[src/rtl/vreducesum_arbiter.sv]
// Round-robin front end for a shared vreducesum reducer.
// Grants one requester per cycle, registers its vector onto pipe_x, and
// carries the requester id through a shadow tag pipeline that lines up
// with the reducer depth so each sum is returned to its originator.
module vreducesum_arbiter #(
  parameter int NUM_REQ     = 4,
  parameter int VECTOR_SIZE = 16,
  parameter int INT_SIZE    = 16
) (
  input  logic                                    clock,
  input  logic                                    reset,
  input  logic [NUM_REQ-1:0]                      req_valid,
  output logic [NUM_REQ-1:0]                      req_ready,
  input  logic [NUM_REQ*VECTOR_SIZE*INT_SIZE-1:0] req_x,
  output logic [VECTOR_SIZE*INT_SIZE-1:0]         pipe_x,
  input  logic [INT_SIZE-1:0]                     pipe_y,
  output logic [NUM_REQ-1:0]                      resp_valid,
  output logic [INT_SIZE-1:0]                     resp_data,
  output logic                                    busy,
  output logic [$clog2($clog2(VECTOR_SIZE)+3)-1:0] inflight
);

  localparam int LAT  = $clog2(VECTOR_SIZE);
  localparam int ID_W = (NUM_REQ > 1) ? $clog2(NUM_REQ) : 1;
  localparam int VW   = VECTOR_SIZE * INT_SIZE;
  localparam int CW   = $clog2(LAT + 3);

  logic [ID_W-1:0] r_ptr;
  logic [ID_W-1:0] w_gid;
  logic [ID_W-1:0] w_ptr_nxt;
  logic [ID_W:0]   w_idx;
  logic            w_found;

  logic [LAT:0]    r_tag_vld;
  logic [ID_W-1:0] r_tag_id [LAT+1];
  logic [NUM_REQ-1:0] w_resp_onehot;

  // Round-robin search: first valid requester at or after the pointer, wrapping.
  always_comb begin
    w_found = 1'b0;
    w_gid   = '0;
    w_idx   = '0;
    for (int k = 0; k < NUM_REQ; k++) begin
      w_idx = {1'b0, r_ptr} + (ID_W+1)'(k);
      if (w_idx >= (ID_W+1)'(NUM_REQ)) begin
        w_idx = w_idx - (ID_W+1)'(NUM_REQ);
      end
      if (!w_found && req_valid[w_idx[ID_W-1:0]]) begin
        w_found = 1'b1;
        w_gid   = w_idx[ID_W-1:0];
      end
    end
    // Nothing is accepted while reset is held.
    if (reset) begin
      w_found = 1'b0;
    end
  end

  // One-hot grant and the pointer value that follows the winner.
  always_comb begin
    req_ready = '0;
    if (w_found) begin
      req_ready[w_gid] = 1'b1;
    end
    w_ptr_nxt = (w_gid == ID_W'(NUM_REQ - 1)) ? '0 : w_gid + 1'b1;
  end

  // Priority pointer advances past the winner only on an accept.
  always_ff @(posedge clock) begin
    if (reset) begin
      r_ptr <= '0;
    end else if (w_found) begin
      r_ptr <= w_ptr_nxt;
    end
  end

  // Stage 0: registered vector into the reducer; zeros on idle cycles.
  always_ff @(posedge clock) begin
    if (reset) begin
      pipe_x <= '0;
    end else if (w_found) begin
      pipe_x <= req_x[int'(w_gid)*VW +: VW];
    end else begin
      pipe_x <= '0;
    end
  end

  // Stages 0..LAT: tag shadow pipeline, no stall since the reducer never back-pressures.
  always_ff @(posedge clock) begin
    if (reset) begin
      r_tag_vld <= '0;
      for (int k = 0; k <= LAT; k++) begin
        r_tag_id[k] <= '0;
      end
    end else begin
      r_tag_vld   <= {r_tag_vld[LAT-1:0], w_found};
      r_tag_id[0] <= w_gid;
      for (int k = 1; k <= LAT; k++) begin
        r_tag_id[k] <= r_tag_id[k-1];
      end
    end
  end

  // Decode the id leaving the last tag stage.
  always_comb begin
    w_resp_onehot = '0;
    w_resp_onehot[r_tag_id[LAT]] = 1'b1;
  end

  // Result return: strobe the originator for one cycle; data holds when idle.
  always_ff @(posedge clock) begin
    if (reset) begin
      resp_valid <= '0;
      resp_data  <= '0;
    end else if (r_tag_vld[LAT]) begin
      resp_valid <= w_resp_onehot;
      resp_data  <= pipe_y;
    end else begin
      resp_valid <= '0;
    end
  end

  // Occupancy: count of valid tag stages.
  always_comb begin
    inflight = '0;
    for (int k = 0; k <= LAT; k++) begin
      inflight = inflight + CW'(r_tag_vld[k]);
    end
    busy = |r_tag_vld;
  end

endmodule

[config.mk]
export PLATFORM = sky130hd
export DESIGN_NAME = vreducesum_arbiter
export DESIGN_NICKNAME = d
export VERILOG_FILES = /design/src/rtl/vreducesum_arbiter.sv
export SDC_FILE = /design/constraint.sdc
export NUM_CORES = 1
export LEC_CHECK = 0
export ABC_AREA = 1
export ABC_CLOCK_PERIOD_IN_PS = 3000
export BUFFER_PORTS_ARGS = -buffer_cell sky130_fd_sc_hd__buf_4
export CAP_MARGIN = 20
export CORE_AREA = 2 2 514 516
export CTS_CLUSTER_SIZE = 24
export DETAILED_ROUTE_END_ITERATION = 6
export DIE_AREA = 0 0 516 518
export PLACE_DENSITY = 0.32
export SYNTH_ARGS = -nofsm -noshare
export SYNTH_HDL_FRONTEND = slang
export SYNTH_SLANG_ARGS = --single-unit
[constraint.sdc]
create_clock -name clock -period 3 [get_ports clock]
set_input_delay 0.45 -clock clock [delete_from_list [all_inputs] [get_ports clock]]
set_output_delay 0.45 -clock clock [all_outputs]
set_load 0.05 [all_outputs]
======== After elaboration in Yosys (flattened, before gate mapping) ========
Memories as Yosys holds them, arrays and structs flattened.
Index checks and enable logic that the tools add are counted.
word-level totals
  output and inout port bits .............. 284
  memory bits (writable) .................. 10
  logic and storage cells ................. 85
  bits of input ports ..................... 1046
  memories ................................ 1
  register bits after elaboration ......... 283
memory list
  memory    words  width  read ports  clocked after Yosys merged registers in  wr ports  line  text
  r_tag_id  5      2      5           0                                        5         35    logic [ID_W-1:0] r_tag_id [LAT+1];
operators by class
  equal/unequal tests ..................... 1
  reductions and logical operators ........ 11
  mux-type cells .......................... 35
  shift-type cells ........................ 1
  add/sub/neg operators ................... 12
  $lt $le $gt $ge ......................... 12
  bitwise logic cells ..................... 7
operator list
  operator                                                     number
  variable part select 1024 x 11 -> 256 bit                    1
  2-to-1 mux 2 bit                                             14
  less-than comparator 2 x 3 -> 1 bit (second input constant)  6
  2-to-1 mux 1 bit                                             14
  >= comparator 3 bit (second input constant)                  3
  binary-select mux 1 bit (select 2 bit)                       4
  subtractor 2 x 1 -> 2 bit (second input constant)            4
  adder 2 x 2 -> 3 bit (second input constant)                 2
  adder 3 x 1 -> 3 bit                                         2
  logical AND 1 bit                                            5
  OR 1 bit                                                     5
  OR reduction 5 bit                                           1
  demux 1 bit (select 2 bit)                                   2
  >= comparator 2 x 1 -> 1 bit (second input constant)         2
  2-to-1 mux 4 bit                                             1
  OR reduction 2 bit                                           2
  adder 2 x 1 -> 3 bit                                         1
  adder 2 x 1 -> 3 bit (second input constant)                 1
  >= comparator 2 x 3 -> 1 bit (second input constant)         1
  logical NOT 1 bit                                            3
  adder 1 x 1 -> 2 bit                                         1
  adder 2 x 1 -> 2 bit (second input constant)                 1
  equality test 2 bit (second input constant)                  1
  NOT 1 bit                                                    2

======== Depth between registers and ports, before layout ========
Gate-level depths: netlist (run 1).
  word-level depth ........................ 19
  gate-level depth with buffers ........... 17
  gate-level depth less buffers ........... 13

======== Worst setup path after synthesis (run 1) ========
No wires, ideal clock.
  path type ............................... reg-to-output
  start ................................... register r_ptr[0]
  end ..................................... output req_ready[1]
  cell stages (with the launch flop) ...... 15
  data arrival time ....................... 2.588 ns
  required time ........................... 2.550 ns
  path buffers ............................ 4
  path slack .............................. -0.038 ns
  path through ............................ dfxtp_1 > buf_6 > inv_4 > nand2_1 > nand2_1 > nand2_1 > nand2_1 > nand2_1 > nand2_1 > nand2_2 > nand3_2 > buf_4 > buf_6 > buf_2 > nor3_1
on the way
  cells in the longest elaborated chain, start to end .. 19
  elaborated cells between the ends (all ways) .. 44
  those cells by class .................... 7 x add/sub; 6 x order compare; 24 x mux; 7 x reduce/logical
ends and longest elaborated chain
  item                                                           line  text
  start: declaration                                             28    logic [ID_W-1:0] r_ptr;
  start signal: assignment                                       73    r_ptr <= w_ptr_nxt;
  branches (longest 18 deep; another with adder 2 x 1 -> 3 bit)  n/a
  2-to-1 mux 4 bit *                                             62    if (w_found) begin
  end: declaration                                               13    output logic [NUM_REQ-1:0] req_ready,
Mark *: on every way between the ends. The select of a mux whose other input is x is not followed.

======== Worst setup path in the final report (run 1) ========
  start ................................... register r_ptr[0]
  end ..................................... output req_ready[3]
Same word-level chain as after synthesis.

==> impl_metrics.toml, run 1 <==
[final_layout]
final_cell_mix = "buf_4, inv_1, nand2_1, nand3_1, nand4_1"
final_common_cell = "buf_4"
fin_nets = 5986
fill_cells = 30893
area_growth_pct = 84.8
drive_gt1_share_pct = 34.7

[timing]
setup_violations = 0
max_slew_margin_pct = 50.5
skew_ns = 0.0475
setup-tns-final_ns = 0
post-route-period-util_pct = 96.1
finalHoldViolCount = 0
period_minus_slack_ns = 2.88
timing.fmax_ghz = 0.347
slew_viol_final = 0
rsz0062_at_grt = "yes"
tightest_slew_ns = 0.741

[clock_network]
cts_sinks = 293
cts_buffer_depth = 3
insertion_delay_ns = 0.68
htreeDepth = 2
path_clk_slew_ns = 0.06
clockRootBuffer = "clkbuf_16"
cts_tree = "built"
cts_buffers = 47

[logic_synthesis]
syn_nets = 4638
synth_top_area_share_pct = 28.2
ys_seq_area_share_pct = 28.2
ys_warn_count = 0
yosysTopAreaCell = "dfxtp_1"
synth_cells = 3587
ys_ff_latch = 293
netlist_top_cells_area = "dfxtp_1, inv_1, nand4_1, nand3_1, nand2_1"
netlist_area_um2 = 20800
synth_edf_count = 0
synth_flop_cell = "dfxtp_1"
ys_types = 24
synthArstFlopShare_pct = 0
synth.avg_cell_area_um2 = 5.81

[power_and_ir_drop]
pwr_density_cell_nw_per_um2 = 1220
clockPowerShare_pct = 12.6
p_int_mw = 20.5
p_total_mw = 47.1
leakage_nw = 20.8
swShare_pct = 56.4
ir_drop_mv = 0.638
p_switching_mw = 26.6
seq_power_share_pct = 12.9
p_comb_share_pct = 74.5

[placement]
port_buffers = 1329
hpwl_mm = 178
gp_congestion = 0.917

[critical_path]
start_kind = "register"
endpoint_kind = "output port"
critPathKind = "register to output port"
crit_chain = "buf_6 > nand2_4 > nand3_4 > nand2_4 > nor2_4 > nand3_2 > nand3_4 > ha_4 > inv_4 > nor2_4 > buf_8"
arrival_ns = 2.43
slowest_stage = "dfxtp_4"
worstPathRequired_ns = 2.55
worst_path_largest_cell_delay_ns = 0.41
cp_max_fo = 6

[route]
ant_nets = 0
via_per_inst = 3.58
routed_wl_mm = 207
avgRoutedWirePerCell_um = 24.3
drt_first_pass_iters = 6
vias = 30435
drt_iter0_markers = 1796
drc = 0

[floorplan]
dieArea_um2 = 267000
num_io_pins = 1330
rows = 188
core_region_area_um2 = 262000
initial_core_util_pct = 7.96
die_w_um = 516
die_h_um = 518

[hold_path]
hp-class = "input port to register"

[global_routing]
grt_pass1_vias = 30959
overflow = 0
grt_util_all_layers_pct = 14.8
antenna_found_initial = 136
grt_max_degree = 63
grt_pass1_wl_mm = 273

[flow_run]
cap_violations = 0

[outcome]
status = "completed"
## worst max-delay path, delay by kind of cell, from the launching register on
family / cells / cell delay [ns]
buf+inv: 3 / 0.35
simple gates: 7 / 0.81
fa+ha+maj: 1 / 0.19
flops: 1 / 0.41
## synthesized netlist by cell type (all sizes together) (3+ instances only)
| cell type | n |
|---|---|
| inv | 1054 |
| nand2 | 549 |
| nand3 | 522 |
| nand4 | 513 |
| dfxtp | 293 |
| a21oi | 256 |
| buf | 202 |
| clkbuf | 115 |
| nor2 | 53 |
| o21ai | 16 |
| nor3 | 5 |
| ha | 3 |
## through the flow
step | instances | hold slack [ns] | cell area, µm² | util (%) | setup WS [ns]
global placement | 8373 | 0.391 | 36400 | 13.9 | 0.146
CTS | 8480 | 0.0225 | 38300 | 14.6 | -0.00422
global route | 8495 | 0.0823 | 38500 | 14.7 | -0.0150
detailed placement | 8373 | 0.394 | 36400 | 13.9 | 0.216
floorplan | 3587 | 0.388 | 20800 | - | 0.174
finish | 8510 | 0.112 | 38500 | 14.7 | 0.117
## path summary, 6_finish.rpt
kind	from	to	slack (ns)	cells after the start
hold / removal	pipe_y[0]	resp_data[0]	0.11	3
hold reg to reg	r_tag_id[0][1]	r_tag_id[0][3]	0.40	2
setup reg to reg	r_ptr[0]	pipe_x[119]	0.30	13
setup / recovery	r_ptr[0]	req_ready[3]	0.12	11
## state kept, by name, summed over array words and instances (netlist names)
signal and cells:
pipe_x 256, r_ptr 2, r_tag_id 10, r_tag_vld 5, resp_data 16, resp_valid 4
## final cells by class
cell class / instances / area (µm²) / area share, %
sequential: 293 / 5870 / 15.3
multi-input combinational: 1922 / 9820 / 25.5
timing repair buffer: 1616 / 12800 / 33.2
clock buffer: 68 / 1370 / 3.55
clock inverter: 16 / 208 / 0.540
inverter: 1055 / 3990 / 10.4
antenna: 25 / 62.6 / 0.163
tap: 3515 / 4400 / 11.4
## power by group through the flow
stage	clock network, mW	registers (mW)	logic [mW]
floorplan	0	10.4	15.0
CTS	6.25	6.08	35.4
global route	6.30	6.16	37.8
detailed placement	0	6.12	34.9
finish	5.95	6.05	35.1
global placement	0	6.17	34.9
## cells by family after synthesis
| group | share of synthesized area [%] |
|---|---|
| simple gates | 39.0 |
| buf+inv | 25.8 |
| flops | 28.2 |
| compound gates | 6.64 |
| fa+ha+maj | 0.372 |
## routing by layer
metal / track usage (%) / routed length, µm
met1: 17.3 / 82700
met2: 25.1 / 98100
met3: 5.42 / 20100
met4: 3.67 / 5230
met5: 0 / 654
## timing repair
| item | 4_1_cts | 5_1_grt |
|---|---|---|
| pin swaps | 13 | 17 |
| hold buffers | 13 | 0 |
| buffers inserted | 9 | 5 |
| setup endpoints to repair | 5 | 4 |
| gates resized for setup | 40 | 25 |
| endpoints found under the hold margin | 13 | 0 |
| gates cloned | 1 | 0 |
Power figures use the tool's default switching activity.
==> run 2, diff against run 1 <==
--- a/config.mk
+++ b/config.mk
@@ -6,14 +6,16 @@
 export NUM_CORES = 1
 export LEC_CHECK = 0
 export ABC_AREA = 1
-export ABC_CLOCK_PERIOD_IN_PS = 3000
+export ABC_CLOCK_PERIOD_IN_PS = 3100
 export BUFFER_PORTS_ARGS = -buffer_cell sky130_fd_sc_hd__buf_4
 export CAP_MARGIN = 20
 export CORE_AREA = 2 2 514 516
+export CTS_CLUSTER_DIAMETER = 150
 export CTS_CLUSTER_SIZE = 24
 export DETAILED_ROUTE_END_ITERATION = 6
 export DIE_AREA = 0 0 516 518
 export PLACE_DENSITY = 0.32
+export REMOVE_ABC_BUFFERS = 1
 export SYNTH_ARGS = -nofsm -noshare
 export SYNTH_HDL_FRONTEND = slang
 export SYNTH_SLANG_ARGS = --single-unit
==> constraint.sdc (replaced) <==
create_clock -name clock -period 3.1 [get_ports clock]
set_input_delay 0.465 -clock clock [delete_from_list [all_inputs] [get_ports clock]]
set_output_delay 0.465 -clock clock [all_outputs]
set_load 0.05 [all_outputs]
==> run 2 against run 1 <==
Sequential cell count is the same. First-iteration DRC count rose by 5.3%. Total power shrank 9.4%. Critical path type unchanged. Combinational power decreased by 5%. Sequential share of layout area increased by 0.56 points. Setup slack better by 0.0065 ns. Non-clock buffer count is 59 lower. Wire length is 3.0% lower. Sequential power decreased by 3%.
==> impl_metrics.toml, run 2 (synthesis gave the netlist of run 1 again) <==
[placement]
hpwl_mm = 171
gp_congestion = 0.894
port_buffers = 1329

[critical_path]
critPathKind = "register to output port"
worstPathRequired_ns = 2.63
regToRegSetupSlack_ns = 0.25
cp_max_fo = 3
r2r_cells = 12
start_kind = "register"
timing.rr.start = "r_ptr[0]"
endpoint_kind = "output port"
arrival_ns = 2.51
r2r_end = "pipe_x[186]"

[timing]
timing.fmax_ghz = 0.336
setup_violations = 0
period_minus_slack_ns = 2.98
slew_viol_final = 0
skew_ns = 0.0411
rsz0062_at_grt = "yes"
tightest_slew_ns = 0.722
post-route-period-util_pct = 96.0
setup-tns-final_ns = 0
max_slew_margin_pct = 51.8
finalHoldViolCount = 0

[final_layout]
largest_reg_flops = 256
fin_nets = 5899
final_core_util_pct = 14.2
largestRegisters = "pipe_x x256, resp_data x16, r_tag_id x10"
final_cell_mix = "buf_4, inv_1, nand2_1, nand3_1, nand4_1"
fill_cells = 31037
drive_gt1_share_pct = 33.0
area_growth_pct = 78.2
max_flop_register = "pipe_x"
final_common_cell = "buf_4"

[flow_run]
cap_violations = 0

[power_and_ir_drop]
pwr_density_cell_nw_per_um2 = 1150
ir_drop_mv = 0.668
p_total_mw = 42.6
leakage_nw = 20.0

[hold_path]
holdPathEnd = "resp_data[15]"
hp-class = "input port to register"
hold_depth = 3
hp-start = "pipe_y[15]"

[global_routing]
grt_max_degree = 61
overflow = 0
grt_util_all_layers_pct = 14.2
antenna_found_initial = 115
grt_pass1_wl_mm = 266
grt_pass1_vias = 30622

[route]
drt_iter0_markers = 1891
routed_wl_mm = 201
via_per_inst = 3.56
drt_first_pass_iters = 5
ant_nets = 0
drc = 0
vias = 29897
avgRoutedWirePerCell_um = 23.9

[floorplan]
die_w_um = 516
dieArea_um2 = 267000
die_h_um = 518
core_region_area_um2 = 262000
initial_core_util_pct = 7.96
num_io_pins = 1330
rows = 188

[outcome]
status = "completed"

[clock_network]
clockRootBuffer = "clkbuf_16"
htreeDepth = 1
cts_buffer_depth = 3
cts_sinks = 293
insertion_delay_ns = 0.67
cts_buffers = 19
path_clk_slew_ns = 0.11
cts_tree = "built"
==> run 2: how the worst max path moves through the flow <==
stage                 startpoint      endpoint  slack (ns)
finish              r_tag_vld[0]   inflight[1]        0.12
global route            r_ptr[0]  req_ready[3]       -0.02
CTS                     r_ptr[0]  req_ready[3]      -0.008
detailed placement  req_valid[3]   pipe_x[186]       -0.14
global placement    req_valid[2]   pipe_x[186]       -0.21
floorplan               r_ptr[0]  req_ready[1]      -13.50
==> run 2: layer usage <==
| metal | up-vias | share of wire (%) | GRT usage (%) |
|---|---|---|---|
| met3 | 233 | 9.2 | 4.61 |
| met2 | 1374 | 45 | 23.4 |
| met1 | 14376 | 43 | 18.1 |
| met4 | 66 | 2.1 | 2.69 |
| met5 | - | 0.22 | 0 |
| li1 | 13848 | - | - |
==> run 2: area by class of cell <==
| type | instances | area (µm²) | area share, % |
|---|---|---|---|
| Timing Repair Buffer | 1557 | 12500 | 33.6 |
| Multi-Input combinational cell | 1922 | 9710 | 26.1 |
| Sequential cell | 293 | 5870 | 15.8 |
| Tap cell | 3515 | 4400 | 11.8 |
| Inverter | 1055 | 3970 | 10.7 |
| Clock buffer | 23 | 500 | 1.35 |
| Clock inverter | 11 | 139 | 0.374 |
| Antenna cell | 26 | 65.1 | 0.175 |
==> run 2: power by group <==
part	leakage, nW	internal (mW)	switching, mW
Clock	0.300	1.30	1.97
Sequential	2.43	5.22	0.637
Combinational	17.3	10.8	22.7
Total	20.0	17.3	25.3
==> run 2: critical path, cell delays in order, from the launching register on <==
cell,delay (ns)
dfxtp_2,0.36
inv_1,0.09
fa_1,0.54
inv_1,0.05
fa_1,0.36
ha_1,0.31
buf_6,0.16
==> run 2: per-stage QoR <==
step | hold slack, ns | worst slack [ns] | area (µm²) | instances
finish | 0.0768 | 0.124 | 37100 | 8402
global route | 0.0248 | -0.0210 | 37100 | 8384
CTS | 0.00232 | -0.00782 | 37000 | 8374
detailed placement | 0.395 | -0.142 | 36100 | 8323
global placement | 0.389 | -0.209 | 36100 | 8323
floorplan | 0.388 | -13.50 | 19400 | 3270
==> run 2: repair_timing <==
item,4_1_cts,5_1_grt
setup endpoints to repair,6,4
setup buffers,5,2
cloned,0,0
hold buffers,12,0
hold endpoints to repair,12,0
gates resized for setup,18,8
pin swaps,5,2
